[config.mk]
export PLATFORM = sky130hd
export DESIGN_NAME = pixel_frame_tx
export DESIGN_NICKNAME = d
export VERILOG_FILES = /design/src/rtl/pixel_frame_tx.sv
export SDC_FILE = /design/constraint.sdc
export NUM_CORES = 1
export LEC_CHECK = 0
export BUFFER_PORTS_ARGS = -buffer_cell sky130_fd_sc_hd__buf_2
export CAP_MARGIN = 10
export CORE_ASPECT_RATIO = 0.9
export CORE_MARGIN = 2
export CORE_UTILIZATION = 25
export CTS_CLUSTER_DIAMETER = 200
export DETAILED_ROUTE_END_ITERATION = 8
export PLACE_DENSITY_LB_ADDON = 0.05
export SLEW_MARGIN = 25
export SYNTH_ARGS = -nofsm -noshare
export SYNTH_HDL_FRONTEND = slang
export SYNTH_SLANG_ARGS = --single-unit
[constraint.sdc]
create_clock -name clk -period 2.6 [get_ports clk]
set_clock_uncertainty 0.2 [all_clocks]
set_input_delay 0.26 -clock clk [delete_from_list [all_inputs] [get_ports clk]]
set_output_delay 0.26 -clock clk [all_outputs]
set_load 0.01 [all_outputs]
[src/rtl/pixel_frame_tx.sv]
// Streams one IMG_WIDTH x IMG_HEIGHT frame from a 1-cycle-latency frame buffer over a valid/ready pixel port.
// Define PIXEL_TX_LINE_GAP_EN to insert LINE_GAP idle cycles after every line except the last.
module pixel_frame_tx #(
  parameter int IMG_WIDTH  = 220,
  parameter int IMG_HEIGHT = 220,
  parameter int DATA_W     = 8,
  parameter int LINE_GAP   = 4,
  localparam int AW = $clog2(IMG_WIDTH * IMG_HEIGHT)
) (
  input  logic              clk,
  input  logic              rst,
  input  logic              start,
  output logic              mem_rd,
  output logic [AW-1:0]     mem_addr,
  input  logic [DATA_W-1:0] mem_rdata,
  output logic              out_valid,
  input  logic              out_ready,
  output logic [DATA_W-1:0] out_data,
  output logic              out_sof,
  output logic              out_eol,
  output logic              out_eof,
  output logic              busy,
  output logic              done
);

  localparam int CW = (IMG_WIDTH  > 1) ? $clog2(IMG_WIDTH)  : 1;
  localparam int RW = (IMG_HEIGHT > 1) ? $clog2(IMG_HEIGHT) : 1;

  typedef enum logic [2:0] {
    ST_IDLE,
    ST_READ,
    ST_WAIT,
    ST_SEND,
`ifdef PIXEL_TX_LINE_GAP_EN
    ST_GAP,
`endif
    ST_DONE
  } state_e;

  // A line gap is a count of idle cycles, so a negative value is never meaningful.
  if (LINE_GAP < 0) begin : g_line_gap_invalid
  end

  state_e              state_q, state_d;
  logic [CW-1:0]       col_q, col_d;
  logic [RW-1:0]       row_q, row_d;
  logic [AW-1:0]       addr_q, addr_d;
  logic                out_valid_q, out_valid_d;
  logic [DATA_W-1:0]   out_data_q, out_data_d;
  logic                out_sof_q, out_sof_d;
  logic                out_eol_q, out_eol_d;
  logic                out_eof_q, out_eof_d;
  logic                busy_q, busy_d;

`ifdef PIXEL_TX_LINE_GAP_EN
  localparam int GW = (LINE_GAP > 1) ? $clog2(LINE_GAP) : 1;
  logic [GW-1:0]       gap_cnt_q, gap_cnt_d;
`endif

  logic col_last;
  logic row_last;

  assign col_last = (col_q == CW'(IMG_WIDTH - 1));
  assign row_last = (row_q == RW'(IMG_HEIGHT - 1));

  // NOTE: every variable gets a default before the case so no path leaves it unassigned (no latches).
  always_comb begin
    state_d     = state_q;
    col_d       = col_q;
    row_d       = row_q;
    addr_d      = addr_q;
    out_valid_d = out_valid_q;
    out_data_d  = out_data_q;
    out_sof_d   = out_sof_q;
    out_eol_d   = out_eol_q;
    out_eof_d   = out_eof_q;
    busy_d      = busy_q;
`ifdef PIXEL_TX_LINE_GAP_EN
    gap_cnt_d   = gap_cnt_q;
`endif

    case (state_q)
      ST_IDLE: begin
        if (start) begin
          col_d   = '0;
          row_d   = '0;
          addr_d  = '0;
          busy_d  = 1'b1;
          state_d = ST_READ;
        end
      end

      ST_READ: state_d = ST_WAIT;

      ST_WAIT: begin
        out_data_d  = mem_rdata;
        out_valid_d = 1'b1;
        out_sof_d   = (col_q == '0) && (row_q == '0);
        out_eol_d   = col_last;
        out_eof_d   = col_last && row_last;
        state_d     = ST_SEND;
      end

      ST_SEND: begin
        if (out_valid_q && out_ready) begin
          out_valid_d = 1'b0;
          out_sof_d   = 1'b0;
          out_eol_d   = 1'b0;
          out_eof_d   = 1'b0;
          if (out_eof_q) begin
            busy_d  = 1'b0;
            state_d = ST_DONE;
          end else begin
            // The last pixel never advances, so counters and address cannot wrap.
            addr_d = addr_q + 1'b1;
            if (col_last) begin
              col_d = '0;
              row_d = row_q + 1'b1;
            end else begin
              col_d = col_q + 1'b1;
            end
`ifdef PIXEL_TX_LINE_GAP_EN
            if (out_eol_q && (LINE_GAP > 0)) begin
              gap_cnt_d = '0;
              state_d   = ST_GAP;
            end else begin
              state_d = ST_READ;
            end
`else
            state_d = ST_READ;
`endif
          end
        end
      end

`ifdef PIXEL_TX_LINE_GAP_EN
      ST_GAP: begin
        if (gap_cnt_q == GW'(LINE_GAP - 1)) begin
          state_d = ST_READ;
        end else begin
          gap_cnt_d = gap_cnt_q + 1'b1;
        end
      end
`endif

      ST_DONE: state_d = ST_IDLE;

      default: state_d = ST_IDLE;
    endcase
  end

  // NOTE: state updates use non-blocking assignments so all flops sample the same pre-edge values.
  always_ff @(posedge clk or posedge rst) begin
    if (rst) begin
      state_q     <= ST_IDLE;
      col_q       <= '0;
      row_q       <= '0;
      addr_q      <= '0;
      out_valid_q <= 1'b0;
      out_data_q  <= '0;
      out_sof_q   <= 1'b0;
      out_eol_q   <= 1'b0;
      out_eof_q   <= 1'b0;
      busy_q      <= 1'b0;
`ifdef PIXEL_TX_LINE_GAP_EN
      gap_cnt_q   <= '0;
`endif
    end else begin
      state_q     <= state_d;
      col_q       <= col_d;
      row_q       <= row_d;
      addr_q      <= addr_d;
      out_valid_q <= out_valid_d;
      out_data_q  <= out_data_d;
      out_sof_q   <= out_sof_d;
      out_eol_q   <= out_eol_d;
      out_eof_q   <= out_eof_d;
      busy_q      <= busy_d;
`ifdef PIXEL_TX_LINE_GAP_EN
      gap_cnt_q   <= gap_cnt_d;
`endif
    end
  end

  assign mem_rd    = (state_q == ST_READ);
  assign mem_addr  = addr_q;
  assign done      = (state_q == ST_DONE);
  assign out_valid = out_valid_q;
  assign out_data  = out_data_q;
  assign out_sof   = out_sof_q;
  assign out_eol   = out_eol_q;
  assign out_eof   = out_eof_q;
  assign busy      = busy_q;

endmodule
==> results of run 1 <==
final timing paths:
| kind | from | end | cells past startpoint |
|---|---|---|---|
| worst min-delay path | out_ready | out_valid | 3 |
| worst max register to register | state_q[1] | col_q[7] | 5 |
| worst min register to register | out_sof | out_sof | 2 |
| min in group asynchronous | rst | busy | 4 |
| max in group asynchronous | rst | mem_addr[4] | 4 |
| worst max-delay path | state_q[1] | col_q[7] | 5 |
cell usage after synthesis (all sizes together) (2+ instances only):
cell type  number  area share
ha              6       0.029
dfrtp          48        0.47
nand3          22       0.043
nand2          15       0.022
clkbuf          5      0.0077
o31ai          12       0.035
inv             9       0.013
a21oi          18       0.035
and4            5       0.017
a31oi           6       0.020
nand4           7       0.017
buf             7       0.018
nand3b          3      0.0087
o21a            2      0.0058
nor3b           2       0.010
and3            5       0.012
or3            10       0.024
or4            10       0.029
o21ai          15       0.031
mux2            9       0.039
and2            8       0.019
a21o            5       0.015
nor3            3      0.0078
a22oi           2      0.0058
nor4b           4       0.019
nor2           11       0.016
power groups by stage:
stage	combinational (mW)	clock (mW)	sequential (mW)
after global placement	0.730	0	1.05
final	0.723	0.662	1.04
after floorplan	0.440	0	1.06
after detailed placement	0.729	0	1.05
after global routing	0.826	0.737	1.07
after CTS	0.739	0.695	1.04
per-layer routing:
layer  global-route usage  vias up  routed length (µm)
li1                     -     1094                   -
met1                0.179     1093                3510
met2                0.200       43                3010
met3               0.0386        6                 297
met4               0.0313        0                  61
met5                    0        -                   0
flip-flops by register name (all words and copies together) (netlist names):
| register | count |
|---|---|
| out_eol | 1 |
| state_q | 3 |
| out_eof | 1 |
| out_data | 8 |
| out_valid | 1 |
| col_q | 8 |
| busy | 1 |
| row_q | 8 |
| mem_addr | 16 |
| out_sof | 1 |
critical path: cells and delay by family, from the launching register on:
family	cells	cell delay, ns
and+or+nand+nor	2	0.86
DFF	1	0.56
AOI/OAI and AO/OA	2	0.25
buffers and inverters	1	0.23
through the flow:
step / hold slack [ns] / util / instances
floorplan: 0.212 / - / 260
global placement: 0.279 / 0.292 / 428
detailed placement: 0.281 / 0.292 / 428
CTS: 0.00455 / 0.314 / 444
global route: 0.130 / 0.315 / 445
finish: 0.134 / 0.315 / 445
area by class of cell:
class / instances / area (µm²) / share of cell area
sequential: 48 / 1200 / 0.376
timing repair buffer: 60 / 368 / 0.115
clock buffer: 8 / 146 / 0.0458
tap: 129 / 161 / 0.0505
multi-input combinational: 191 / 1290 / 0.403
inverter: 9 / 33.8 / 0.0106
cell families after synthesis:
family | after synthesis | share of synthesized area
flip-flops | 48 | 0.465
buffers and inverters | 21 | 0.0388
multiplexers | 10 | 0.0431
AND/OR/NAND/NOR | 108 | 0.253
adder cells (fa/ha/maj) | 6 | 0.0291
AO/OA/AOI/OAI | 67 | 0.171
==> metrics.txt, run 1 <==
clk slew on worst S/H paths roughly 0.06 ns; DIE WIDTH 111 µm; Switching Fraction 0.344; CTS tree yes; WP data required roughly 2.6 ns; via count between 2000 and 2500; antenna viol nets, final 0; vias per inst around 5.0; crit path max fanout 38; cells after synthesis 260; clock sink total 48; DR WL/cell 15.5 µm; Setup WS post-layout ~0.41 ns; Yosys warning total 0; largest net degree at the start of global routing 49; most frequent cells in the layout 48 x dfrtp_1, 42 x buf_2, 22 x nand3_1, 18 x a21oi_1, 15 x nand2_1; syn avg cell area 9.93 µm²; crit-path cells and4_1 > o21ai_2 > buf_4 > or4_1 > a21oi_1; commonest non-fill, non-tap cell in the layout dfrtp_1; 1st-iter DRT viols 97; n_diodes 0; max incr delay on CP approximately 0.56 ns; clock share of power 0.273; Post CTS Setup Buffer Count 0; core area a little over 10000 µm²; TNS Setup 0 ns; pre-CTS setup slack roughly 0.43 ns; port bufs 42; Seq pwr share 0.429; Die Y ~100 µm; Lkg Pwr roughly 1.4 nW; Setup-failing EPs final 0; Max Slew Vio Count 0; layout cell share with drive strength beyond 1 0.231; PD cells roughly 760 nW/µm²; proportion of power drawn by combinational gates 0.298; CTS Buf Count 5; Max clock buf depth 2; H-tree Lvls 2; Final Hold Fails 0; sw power around 0.83 mW; HPWL Detailed approximately 4.7 mm; CP Launch Type flip-flop; CTS root buf clkbuf_16; max_cap viols 0; GRT Util Overall 0.129; Synth Register Bits 48; outcome complete, no violations; clock latency on the worst-skew pair 0.29 ns; Mapped Area 2580 µm²; VDD IR max approximately 0.31 mV; grt ovf 0; Worst EP arrival approximately 2.2 ns; slowest CP cell dfrtp_1; Setup Crit Path Kind reg2reg; routability cong. between 0.7 and 0.8; first-pass GRT wire length about 11 mm; number of global-route vias before repair between 2000 and 2500; RSZ-0062 raised after global routing no; post_cts resized 0; Ports 43; flop2flop setup slack 0.41 ns; Remaining DRCs 0; Post-CTS Hold Buffers 8; # fillers ~1100; WL final between 6 and 7 mm; Placed Area slightly below 3000 µm²; Initial Utilization 0.254; highest clock rate about 460 MHz; Syn Nets approximately 280; PnR Total Power approximately 2.4 mW; Critical Path End Type flip-flop; DRT Pass-1 Iters 4; die area roughly 11000 µm²; Worst Hold Class in2reg; # rows 35; Async SR Flop Fraction 1.00; Rel. slew slack 0.561; Layout area overhead 23.8%; period utilisation layout 0.844; Worst Max-Slew Pin Slew approximately 0.66 ns; min Tclk post-route approximately 2.2 ns; Distinct cells, synth 46; Synth Flop Type dfrtp_1; Final #Nets between 300 and 400; number of synthesized flops with an enable pin 0; Internal around 1.6 mW; antenna violations before repair 0; final instance area approximately 3200 µm²; Seq/Total Area, Yosys 0.465
Power figures use the tool's default switching activity.
==> run 2: changes to the inputs <==
clock period = 1.9 ns   (was 2.6 ns; I/O delays follow)
==> run 2 against run 1 <==
Effect of this change: critical path type unchanged; via count up 5.9%; global-route usage is 0.20 points higher; setup slack lost 0.38 ns; highest routed layer unchanged; largest cell class unchanged.
==> metrics.txt, run 2 (synthesis results as in run 1) <==
WP data required 1.91 ns (was 2.61 ns); PnR Total Power 3.54 mW (was 2.42 mW); most frequent cells in the layout 45 x dfrtp_1, 42 x buf_2, 38 x buf_4, 22 x nand3_1, 15 x nand2_1 (was 48 x dfrtp_1, 42 x buf_2, 22 x nand3_1, 18 x a21oi_1, 15 x nand2_1); RSZ-0062 raised after global routing yes (was no); Buffers & Inverters on Critical Path 1 (unchanged); Final Hold Fails 0 (unchanged); flop2flop setup slack 0.02 ns (was 0.41 ns); highest clock rate 532 MHz (was 456 MHz); grt ovf 0 (unchanged); CTS Buf Count 5 (unchanged); 1st-iter DRT viols 96 (was 97); Initial Utilization 0.254 (unchanged); max incr delay on CP 0.51 ns (was 0.56 ns); cell family with most CP delay simple AND/OR/NAND/NOR gates (unchanged); max_cap viols 0 (unchanged); slowest CP cell or4_4 (was dfrtp_1); crit path max fanout 18 (was 38); Max clock buf depth 2 (unchanged); number of global-route vias before repair 2344 (was 2190); Critical Path End Type flip-flop (unchanged); Layout area overhead 38.1% (was 23.8%); DIE WIDTH 111 µm (unchanged); HP Start out_ready (unchanged); Largest register FFs 16 (unchanged); n_diodes 0 (unchanged); Final #Nets 365 (was 333); Setup Crit Path Kind reg2reg (unchanged); Remaining DRCs 0 (unchanged); VDD IR max 0.486 mV (was 0.306 mV); Lkg Pwr 1.60 nW (was 1.40 nW); antenna violations before repair 0 (unchanged); vias per inst 4.97 (was 5.02); Worst Max-Slew Pin Slew 0.472 ns (was 0.659 ns); Rel. slew slack 0.685 (was 0.561); Max Slew Vio Count 0 (unchanged); Setup WS post-layout 0.0220 ns (was 0.406 ns); # placed instances 455 (was 428); crit-path cells and4_1 > o21ai_4 > buf_12 > or4_4 > a21oi_1 (was and4_1 > o21ai_2 > buf_4 > or4_1 > a21oi_1); Final Non-Filler Cells 477 (was 445); commonest non-fill, non-tap cell in the layout dfrtp_1 (unchanged); DR WL/cell 15.3 µm (was 15.5 µm); min Tclk post-route 1.88 ns (was 2.19 ns); PD cells 993 nW/µm² (was 758 nW/µm²); clk slew on worst S/H paths 0.07 ns (was 0.06 ns); Setup-failing EPs final 0 (unchanged); CTS root buf clkbuf_16 (unchanged); H-tree Lvls 2 (unchanged); clock sink total 48 (unchanged); WL final 7.30 mm (was 6.88 mm); via count 2369 (was 2236); core area 10200 µm² (unchanged); antenna viol nets, final 0 (unchanged); GRT Util Overall 0.131 (was 0.129); outcome complete, no violations (unchanged); final hold slack 0.0545 ns (was 0.134 ns); RR Startpoint state_q[1] (unchanged); first-pass GRT wire length 11.9 mm (was 11.4 mm); Worst Hold Class in2reg (unchanged); Die Y 100 µm (unchanged); layout cell share with drive strength beyond 1 0.376 (was 0.231); CP Launch Point state_q[1] (unchanged); largest net degree at the start of global routing 39 (was 49); HPWL Detailed 5.15 mm (was 4.71 mm); pre-CTS setup slack -0.0586 ns (was 0.426 ns); Worst EP arrival 1.89 ns (was 2.20 ns); # rows 35 (unchanged); DRT Pass-1 Iters 4 (unchanged); clock latency on the worst-skew pair 0.28 ns (was 0.29 ns); CTS tree yes (unchanged); port bufs 42 (unchanged); Ports 43 (unchanged); die area 11200 µm² (unchanged); TNS Setup 0 ns (unchanged); period utilisation layout 0.988 (was 0.844); CP Launch Type flip-flop (unchanged); routability cong. 0.763 (was 0.727)
run 2: cell types whose count changed in the layout (fill, tap and decap cells not counted), moves of 3 or more:
| cell | delta |
|---|---|
| or4_1 | -8 |
| dfrtp_1 | -3 |
| a21oi_1 | -6 |
| dfrtp_2 | +3 |
| buf_4 | +29 |
| a21oi_2 | +6 |
| or4_4 | +8 |
run 2: area by class of cell:
| type | count | area [µm²] |
|---|---|---|
| Clock buffer | 6 | 139 |
| Clock inverter | 2 | 10.0 |
| Fill cell | 1057 | 6590 |
| Inverter | 9 | 33.8 |
| Multi-Input combinational cell | 191 | 1370 |
| Sequential cell | 48 | 1200 |
| Tap cell | 129 | 161 |
| Timing Repair Buffer | 92 | 651 |
run 2: metrics by stage:
stage                util  area (µm²)
detailed placement  0.314        3190
global route        0.351        3570
floorplan               -        2580
global placement    0.314        3190
CTS                 0.339        3440
finish              0.351        3570
run 2: layer usage:
| layer | vias to the layer above | GRT usage | routed length, µm |
|---|---|---|---|
| li1 | 1159 | - | - |
| met1 | 1151 | 0.179 | 3550 |
| met2 | 55 | 0.214 | 3360 |
| met3 | 4 | 0.0296 | 324 |
| met4 | 0 | 0.0323 | 62 |
| met5 | - | 0 | 0 |
run 2: worst min-delay path: stages:
cell and delay [ns]:
buf_2 0.13, nand3b_1 0.08, a21o_1 0.10
run 2: worst paths after layout:
kind                                to  cells past startpoint
hold / removal               out_valid                      3
hold reg to reg                out_sof                      2
setup / recovery           mem_addr[5]                      5
min in group asynchronous  out_data[7]                      3
setup reg to reg           mem_addr[5]                      5
max in group asynchronous     col_q[6]                      4
run 2: where the power goes:
part | switching [mW] | total (mW) | internal (mW)
Sequential | 0.161 | 1.38 | 1.22
Clock | 0.391 | 0.911 | 0.520
Combinational | 0.654 | 1.25 | 0.600
Total | 1.21 | 3.54 | 2.34
run 2: timing repair:
item	4_1_cts	5_1_grt
pin swaps	0	10
gates cloned	0	1
endpoints found under the hold margin	26	0
endpoints found under the setup margin	9	17
buffers inserted	1	3
gates resized for setup	3	23
hold buffers	9	0
==> run 3: changes to the inputs <==
PLACE_DENSITY_LB_ADDON = 0.1   (was 0.05)
==> run 3 against run 2 <==
Effect of this change: the flow now finishes with violations (negative setup slack); sequential share of layout area decreased by 0.20 points; register-to-register slack lost 0.03 ns; final area rose by 0.60%; critical endpoint is now col_q[7]; count of clock-buffer cells in the layout is the same; highest routed layer unchanged; total power up 3.4%; sequential power hardly changed; critical path depth unchanged; clock power increased by 12%; final cell count rose by 0.42%.
==> metrics.txt, run 3 (synthesis results as in run 1) <==
R2R cell count 5 (unchanged); via count 2384 (was 2369); Initial Utilization 0.254 (unchanged); die area 11200 µm² (unchanged); Max clock buf depth 2 (unchanged); Lkg Pwr 1.61 nW (was 1.60 nW); slowest CP cell or4_4 (unchanged); clk slew on worst S/H paths 0.07 ns (about the same); n_diodes 0 (unchanged); failing checks negative setup slack; PnR Total Power 3.66 mW (was 3.54 mW); vias per inst 4.98 (was 4.97); CTS tree yes (unchanged); multi-input logic area 1350 µm² (was 1370 µm²); # rows 35 (unchanged); Critical Path End Type flip-flop (unchanged); min Tclk post-route 1.91 ns (was 1.88 ns); final instance area 3590 µm² (was 3570 µm²); VDD IR max 0.457 mV (was 0.486 mV); port bufs 42 (unchanged); most frequent cells in the layout 45 x dfrtp_1, 42 x buf_2, 39 x buf_4, 22 x nand3_1, 15 x nand2_1 (was 45 x dfrtp_1, 42 x buf_2, 38 x buf_4, 22 x nand3_1, 15 x nand2_1); grt ovf 0 (unchanged); GRT Util Overall 0.133 (was 0.131); commonest non-fill, non-tap cell in the layout dfrtp_1 (unchanged); cell family with most CP delay simple AND/OR/NAND/NOR gates (unchanged); grt met3 use 0.0254 (was 0.0296); worst hold path depth 3 (unchanged); Remaining DRCs 0 (unchanged); Final #Nets 367 (was 365); Largest register FFs 16 (unchanged); antenna viol nets, final 0 (unchanged); CTS root buf clkbuf_16 (unchanged); final hold slack 0.0661 ns (was 0.0545 ns); routability cong. 0.747 (was 0.763); Die Y 100 µm (unchanged); Final Hold Fails 0 (unchanged); H-tree Lvls 2 (unchanged); 1st-iter DRT viols 95 (was 96); pre-CTS setup slack -0.0449 ns (was -0.0586 ns); met1 Track Usage GR 0.188 (was 0.179); Max Slew Vio Count 0 (unchanged); highest clock rate 523 MHz (was 532 MHz); WL final 7.33 mm (was 7.30 mm); largest net degree at the start of global routing 39 (unchanged); Buffers & Inverters on Critical Path 1 (unchanged); PD cells 1020 nW/µm² (was 993 nW/µm²); Rel. slew slack 0.708 (was 0.685); max incr delay on CP 0.51 ns (about the same); Layout area overhead 39.0% (was 38.1%); HPWL Detailed 5.09 mm (was 5.15 mm); first-pass GRT wire length 11.9 mm (about the same); Setup WS post-layout -0.0117 ns (was 0.0220 ns); clock sink total 48 (unchanged); CP Launch Type flip-flop (unchanged); RSZ-0062 raised after global routing yes (unchanged); Critical Path Stages 5 (unchanged); Setup Crit Path Kind reg2reg (unchanged); Worst Max-Slew Pin Slew 0.437 ns (was 0.472 ns); crit-path cells nor3b_4 > o21ai_4 > buf_12 > or4_4 > a21oi_2 (was and4_1 > o21ai_4 > buf_12 > or4_4 > a21oi_1); Reg area 1200 µm² (unchanged); M2 GR Usage 0.213 (was 0.214); DR WL/cell 15.3 µm (about the same); outcome finished with violations (was complete, no violations); Top Usage Layer GRT met2 (unchanged); Worst Hold Class in2reg (unchanged); CTS Buf Count 5 (unchanged); max_cap viols 0 (unchanged); WP data required 1.92 ns (was 1.91 ns); DRT Pass-1 Iters 4 (unchanged); Ports 43 (unchanged); number of global-route vias before repair 2317 (was 2344); core area 10200 µm² (unchanged); crit path max fanout 19 (was 18); Placed Area 3240 µm² (was 3190 µm²); Worst EP arrival 1.93 ns (was 1.89 ns); layout cell share with drive strength beyond 1 0.357 (was 0.376); Setup-failing EPs final 2 (was 0); clock latency on the worst-skew pair 0.29 ns (was 0.28 ns); antenna violations before repair 0 (unchanged); # fillers 1074 (was 1057); period utilisation layout 1.01 (was 0.988); DIE WIDTH 111 µm (unchanged)
## run 3: per-layer routing
metal / wire length (µm) / up-vias / share of wire
met1: 3780 / 1179 / 0.52
met4: 74 / 0 / 0.010
met2: 3270 / 33 / 0.45
met5: 0 / - / 0
met3: 206 / 6 / 0.028
li1: - / 1166 / -
## run 3: layout make-up
cell class                 count  area share
clock buffer                   6      0.0359
multi-input combinational    191       0.375
clock inverter                 2     0.00976
timing repair buffer          94       0.189
tap                          129      0.0450
inverter                       9     0.00941
sequential                    48       0.336
## run 3: repair_timing
action                     4_1_cts  5_1_grt
buffers inserted                 0        1
gates cloned                     0        1
setup endpoints to repair        9       11
resized for setup                3       15
hold buffers                     9        0
pin swaps                        0        9
hold endpoints to repair        25        0
## run 3: worst min-delay path, cell delays in order
cell,delay [ns]
buf_2,0.12
nand3b_1,0.10
o21a_1,0.11
## run 3: power by group
part           leakage (nW)  switching, mW  total (mW)  internal, mW
combinational         0.919          0.658        1.27         0.608
clock                0.0808          0.401        1.02         0.620
sequential            0.611          0.157        1.38          1.22
## run 3: worst paths after layout
path	from	endpoint	slack [ns]
worst max-delay path	state_q[1]	col_q[7]	-0.01
worst max register to register	state_q[1]	col_q[7]	-0.01
min in group asynchronous	rst	out_data[5]	0.25
worst min register to register	out_data[2]	out_data[2]	0.30
max in group asynchronous	rst	mem_addr[15]	0.73
worst min-delay path	start	mem_addr[15]	0.07
## run 3: through the flow
stage,setup TNS (ns),instances,utilization
floorplan,0,260,-
global placement,-0.00349,460,0.319
detailed placement,-0.283,460,0.319
CTS,0,477,0.344
global route,-0.613,479,0.353
finish,-0.0152,479,0.353
